[src/rtl/irq_ctl.sv]
// Interrupt controller: synchronises request lines, latches edge/level pending, masks, fixed-priority select, req/ack/done service tracking.
// Latency: edge source -> irq_req 4 cycles, level source -> irq_req 3 cycles (from first sampling edge, FSM idle, channel enabled).
// Backpressure: irq_req is held with a stable irq_vec until irq_ack; sv_bit or a vanished request withdraws it, pending is kept.
module irq_ctl #(
    parameter int                 NUM_IRQ   = 8,
    parameter logic [NUM_IRQ-1:0] EDGE_MODE = '0,
    localparam int                VEC_W     = (NUM_IRQ > 1) ? $clog2(NUM_IRQ) : 1
) (
    input  logic               clk,
    input  logic               reset,
    input  logic [NUM_IRQ-1:0] irq_in,
    input  logic               mask_we,
    input  logic [NUM_IRQ-1:0] mask_wdata,
    output logic [NUM_IRQ-1:0] mask,
    output logic [NUM_IRQ-1:0] pending,
    input  logic               sv_bit,
    output logic               irq_req,
    output logic [VEC_W-1:0]   irq_vec,
    input  logic               irq_ack,
    input  logic               irq_done,
    output logic               busy
);

    typedef enum logic [1:0] {
        S_IDLE    = 2'd0,
        S_REQ     = 2'd1,
        S_SERVICE = 2'd2
    } state_t;

    localparam logic [NUM_IRQ-1:0] ONE = NUM_IRQ'(1);

    state_t             r_state;
    state_t             w_state_nxt;
    logic [VEC_W-1:0]   r_vec;
    logic [VEC_W-1:0]   w_vec_nxt;

    logic [NUM_IRQ-1:0] r_s1;
    logic [NUM_IRQ-1:0] r_s2;
    logic [NUM_IRQ-1:0] r_s2_d;
    logic [NUM_IRQ-1:0] r_edge_pend;
    logic [NUM_IRQ-1:0] r_mask;

    logic [NUM_IRQ-1:0] w_rise;
    logic [NUM_IRQ-1:0] w_pending;
    logic [NUM_IRQ-1:0] w_eligible;
    logic [NUM_IRQ-1:0] w_cur_sel;
    logic [NUM_IRQ-1:0] w_ack_clr;
    logic               w_ack_take;
    logic               w_cur_elig;
    logic               w_any;
    logic [VEC_W-1:0]   w_win;

    // Rising edge seen at the synchroniser output; only meaningful for edge channels.
    assign w_rise     = r_s2 & ~r_s2_d;

    // Edge channels read the latch, level channels follow the synchronised source directly.
    assign w_pending  = (r_edge_pend & EDGE_MODE) | (r_s2 & ~EDGE_MODE);
    assign w_eligible = w_pending & r_mask;

    // An accepted ack clears only the edge latch of the channel being requested.
    assign w_ack_take = (r_state == S_REQ) && irq_ack;
    assign w_cur_sel  = ONE << r_vec;
    assign w_ack_clr  = w_ack_take ? w_cur_sel : '0;
    assign w_cur_elig = |(w_eligible & w_cur_sel);
    assign w_any      = |w_eligible;

    // Two-flop synchroniser plus one delay stage for edge detection.
    always_ff @(posedge clk) begin
        if (reset) begin
            r_s1   <= '0;
            r_s2   <= '0;
            r_s2_d <= '0;
        end else begin
            r_s1   <= irq_in;
            r_s2   <= r_s1;
            r_s2_d <= r_s2;
        end
    end

    // Edge latches: a new edge beats a simultaneous ack clear; recorded regardless of mask.
    always_ff @(posedge clk) begin
        if (reset) begin
            r_edge_pend <= '0;
        end else begin
            r_edge_pend <= ((r_edge_pend & ~w_ack_clr) | w_rise) & EDGE_MODE;
        end
    end

    // Software mask register; a write only influences selection from the next cycle.
    always_ff @(posedge clk) begin
        if (reset) begin
            r_mask <= '0;
        end else if (mask_we) begin
            r_mask <= mask_wdata;
        end
    end

    // Fixed priority: lowest eligible index wins (scan downward so the lowest is written last).
    always_comb begin
        w_win = '0;
        for (int i = NUM_IRQ - 1; i >= 0; i--) begin
            if (w_eligible[i]) begin
                w_win = VEC_W'(i);
            end
        end
    end

    // FSM state and latched vector register.
    always_ff @(posedge clk) begin
        if (reset) begin
            r_state <= S_IDLE;
            r_vec   <= '0;
        end else begin
            r_state <= w_state_nxt;
            r_vec   <= w_vec_nxt;
        end
    end

    // FSM next state: ack beats withdrawal in REQ; ack/done outside their states are ignored.
    always_comb begin
        w_state_nxt = r_state;
        w_vec_nxt   = r_vec;
        case (r_state)
            S_IDLE: begin
                if (w_any && !sv_bit) begin
                    w_state_nxt = S_REQ;
                    w_vec_nxt   = w_win;
                end
            end
            S_REQ: begin
                if (irq_ack) begin
                    w_state_nxt = S_SERVICE;
                end else if (sv_bit || !w_cur_elig) begin
                    w_state_nxt = S_IDLE;
                end
            end
            S_SERVICE: begin
                if (irq_done) begin
                    w_state_nxt = S_IDLE;
                end
            end
            default: begin
                w_state_nxt = S_IDLE;
            end
        endcase
    end

    assign irq_req = (r_state == S_REQ);
    assign busy    = (r_state == S_SERVICE);
    assign irq_vec = r_vec;
    assign mask    = r_mask;
    assign pending = w_pending;

endmodule

[config.mk]
export PLATFORM = sky130hd
export DESIGN_NAME = irq_ctl
export DESIGN_NICKNAME = d
export VERILOG_FILES = /design/src/rtl/irq_ctl.sv
export SDC_FILE = /design/constraint.sdc
export NUM_CORES = 1
export LEC_CHECK = 0
export ABC_AREA = 1
export BUFFER_PORTS_ARGS = -buffer_cell sky130_fd_sc_hd__buf_2
export CAP_MARGIN = 20
export CORE_AREA = 8 8 58 60
export CTS_BUF_LIST = sky130_fd_sc_hd__clkbuf_8
export CTS_CLUSTER_DIAMETER = 80
export DETAILED_ROUTE_END_ITERATION = 12
export DIE_AREA = 0 0 66 68
export PLACE_DENSITY = 0.78
export SLEW_MARGIN = 20
export SYNTH_ARGS = -nofsm -noshare
export SYNTH_HDL_FRONTEND = slang
export SYNTH_SLANG_ARGS = --single-unit
[constraint.sdc]
create_clock -name clk -period 1.4 [get_ports clk]
set_clock_uncertainty 0.2 [all_clocks]
set_input_delay 0.07 -clock clk [delete_from_list [all_inputs] [get_ports clk]]
set_output_delay 0.07 -clock clk [all_outputs]
set_load 0.01 [all_outputs]
==> impl_metrics.py <==
metrics = {
    "outcome": {
        "status": "finished, final reports clean",
    },
    "timing": {
        "slew_headroom_pct": 84.0,
        "min_period_ns": 1.36,
        "hold_slack_ns": 0.00188,
        "setup_tns_ns": 0,
        "fin_crit_sh_pct": 97.0,
        "rsz0062_at_grt": "false",
        "hold_viol": 0,
        "finalSetupViolCount": 0,
        "drv_slew": 0,
        "worst_pin_slew_ns": 0.239,
        "fmax_ghz": 0.736,
    },
    "clocking": {
        "cts_root_buf": "clkbuf_8",
        "clk_pin_slew_ns": 0.06,
        "clock-sinks": 29,
        "cts_max_path_buffers": 2,
        "htree_levels": 2,
        "post_cts_buffers": 0,
        "cts_tree": "built",
        "cts_inserted_buffers": 5,
        "clk_latency_ns": 0.28,
    },
    "global_routing": {
        "grt.total_usage_pct": 16.1,
        "grt_pass1_vias": 1228,
        "grt_pass1_wl_um": 5490,
        "antenna_found_initial": 0,
        "grt_max_degree": 10,
        "grt_overflow": 0,
    },
    "critical_path": {
        "cp_cell_sequence": "dlygate4sd3_1 -> buf_2 -> inv_1 -> nor2_1 -> dlygate4sd3_1",
        "critPathLaunchType": "input pin",
        "cp.arrival_ns": 1.32,
        "end_kind": "register",
        "setup.worst_path.class": "in2reg",
        "slowest_delay_ns": 0.54,
        "crit_path_max_fanout": 1,
        "required_ns": 1.36,
        "cpMostUsedCell": "dlygate4sd3_1",
        "slowest_stage": "dlygate4sd3_1",
    },
    "floorplanning": {
        "die-area_um2": 4490,
        "die_w_um": 66,
        "placementRows": 19,
        "start_util_pct": 45.7,
        "core_area_um2": 2570,
        "num_io_pins": 43,
        "die_y_um": 68,
    },
    "placed_design": {
        "numPortBuffers": 42,
        "place.gp.congestion": 0.997,
        "dp_cells": 231,
        "dpl.hpwl_um": 2110,
        "postPlaceCellArea_um2": 1440,
    },
    "final_layout": {
        "final_area_um2": 1780,
        "area_growth_pct": 51.5,
        "diodes": 0,
        "finalNonFillerCells": 262,
        "nNetsFinal": 252,
        "drive_above_1_share_pct": 32.0,
    },
    "synthesis": {
        "syn_inst": 156,
        "synth_warnings": 0,
        "syn_area_um2": 1170,
        "syn_area_per_cell_um2": 7.52,
        "yosysUniqueCellTypes": 19,
        "ys_top_cells_by_area": "dfxtp_1 (50%), nor2_1 (13%), inv_1 (8.3%), nand2_1 (6.1%), nand2_2 (5.3%)",
        "ys_seq_elements": 29,
        "synth_top_cell_by_area": "dfxtp_1",
        "netlist.area_leader.share_pct": 49.5,
        "synth_seq_area_share_pct": 49.5,
        "synthesis.nets": 178,
    },
    "detailed_routing": {
        "drtPass1Iterations": 4,
        "via_per_inst": 4.76,
        "drt-total-wl_um": 3250,
        "drc": 0,
        "drtIter0Drc": 67,
        "dr_total_vias": 1248,
        "wl_per_cell_um": 12.4,
        "ant_nets": 0,
    },
    "power": {
        "peakVddDrop_mv": 1.12,
        "leakage_nw": 0.921,
        "power.density_nw_per_um2": 1070,
    },
    "min_path": {
        "hold_path.class": "in2reg",
    },
    "run": {
        "drv_cap": 0,
    },
}
-- final timing paths --
kind / startpoint / endpoint / slack (ns) / cells after the start
max: irq_in[2] / r_s1[2] / 0.04 / 5
max reg2reg: mask[5] / irq_vec[0] / 0.07 / 8
min reg2reg: r_s1[2] / pending[2] / 0.20 / 2
min: reset / irq_vec[1] / 0.002 / 3
-- what timing repair did --
action,4_1_cts,5_1_grt
endpoints found under the setup margin,0,6
endpoints found under the hold margin,24,4
hold buffers,26,1
gates resized for setup,0,1
-- cells in the final DEF, fill, tap and decap left out, types with 2 or more instances in the layout --
master         instances
a21oi_1                2
a21oi_2                2
buf_2                 42
buf_4                  4
clkbuf_8               7
dfxtp_1               28
dlygate4sd3_1         23
inv_1                 26
nand2_1               19
nand2_2               10
nand3_1                5
nand4_1                3
nor2_1                41
nor2_2                 2
o21ai_0                8
-- layout make-up --
cell class	count	area [um2]
Clock buffer	7	96.3
Clock inverter	1	5.00
Fill cell	224	791
Inverter	27	101
Multi-Input combinational cell	98	483
Sequential cell	29	582
Tap cell	31	38.8
Timing Repair Buffer	69	470
-- critical path, delay by kind of cell --
kind          cells  cell delay (ns)
buf+inv           4             1.23
simple gates      1             0.03
-- registers in the layout, indices dropped and copies added (netlist names) --
| register | flops |
|---|---|
| r_s1 | 8 |
| mask | 8 |
| pending | 8 |
| r_state | 2 |
| irq_vec | 3 |
-- Yosys cell counts --
library cell  number
nor3b_1            1
nor2_1            41
a31oi_1            1
nand2_2           10
a21oi_2            2
nor2_4             1
inv_1             26
a211oi_2           1
nand3_1            5
nor2_2             2
nor3_4             1
inv_2              1
nand2_1           19
nand3_4            1
a21oi_1            2
nand4_1            3
clkbuf_1           2
o21ai_0            8
dfxtp_1           29
-- layer usage --
| metal | GRT usage (%) | up-vias | share of wire, % |
|---|---|---|---|
| met5 | 0 | - | 0 |
| li1 | - | 619 | - |
| met3 | 6.38 | 18 | 8.3 |
| met1 | 16.4 | 548 | 38 |
| met2 | 28.1 | 63 | 48 |
| met4 | 8.53 | 0 | 5.0 |
-- per-stage QoR --
| step | worst slack, ns | power, W | utilization, % |
|---|---|---|---|
| after floorplan | 0.174 | 0.00103 | - |
| after global placement | 0.119 | 0.00112 | 56.2 |
| after detailed placement | 0.113 | 0.00112 | 56.2 |
| after CTS | 0.0252 | 0.00191 | 70.3 |
| after global routing | 0.000468 | 0.00201 | 69.2 |
| final | 0.0419 | 0.00190 | 69.2 |
-- power by group --
group	switching, W	total (W)	internal (W)
clock	0.000298	0.000741	0.000443
combinational	0.000127	0.000256	0.000128
sequential	0.0000346	0.000905	0.000870
-- cells by family (layout without fill, tap and decap cells) --
group,count (synthesis),count (layout),synth area share [%]
AND/OR/NAND/NOR,84,84,33.8
flip-flops,29,29,49.5
buffers and inverters,29,104,9.28
AO/OA/AOI/OAI,14,14,7.36
Note: power is estimated with default switching activity, not from simulation.
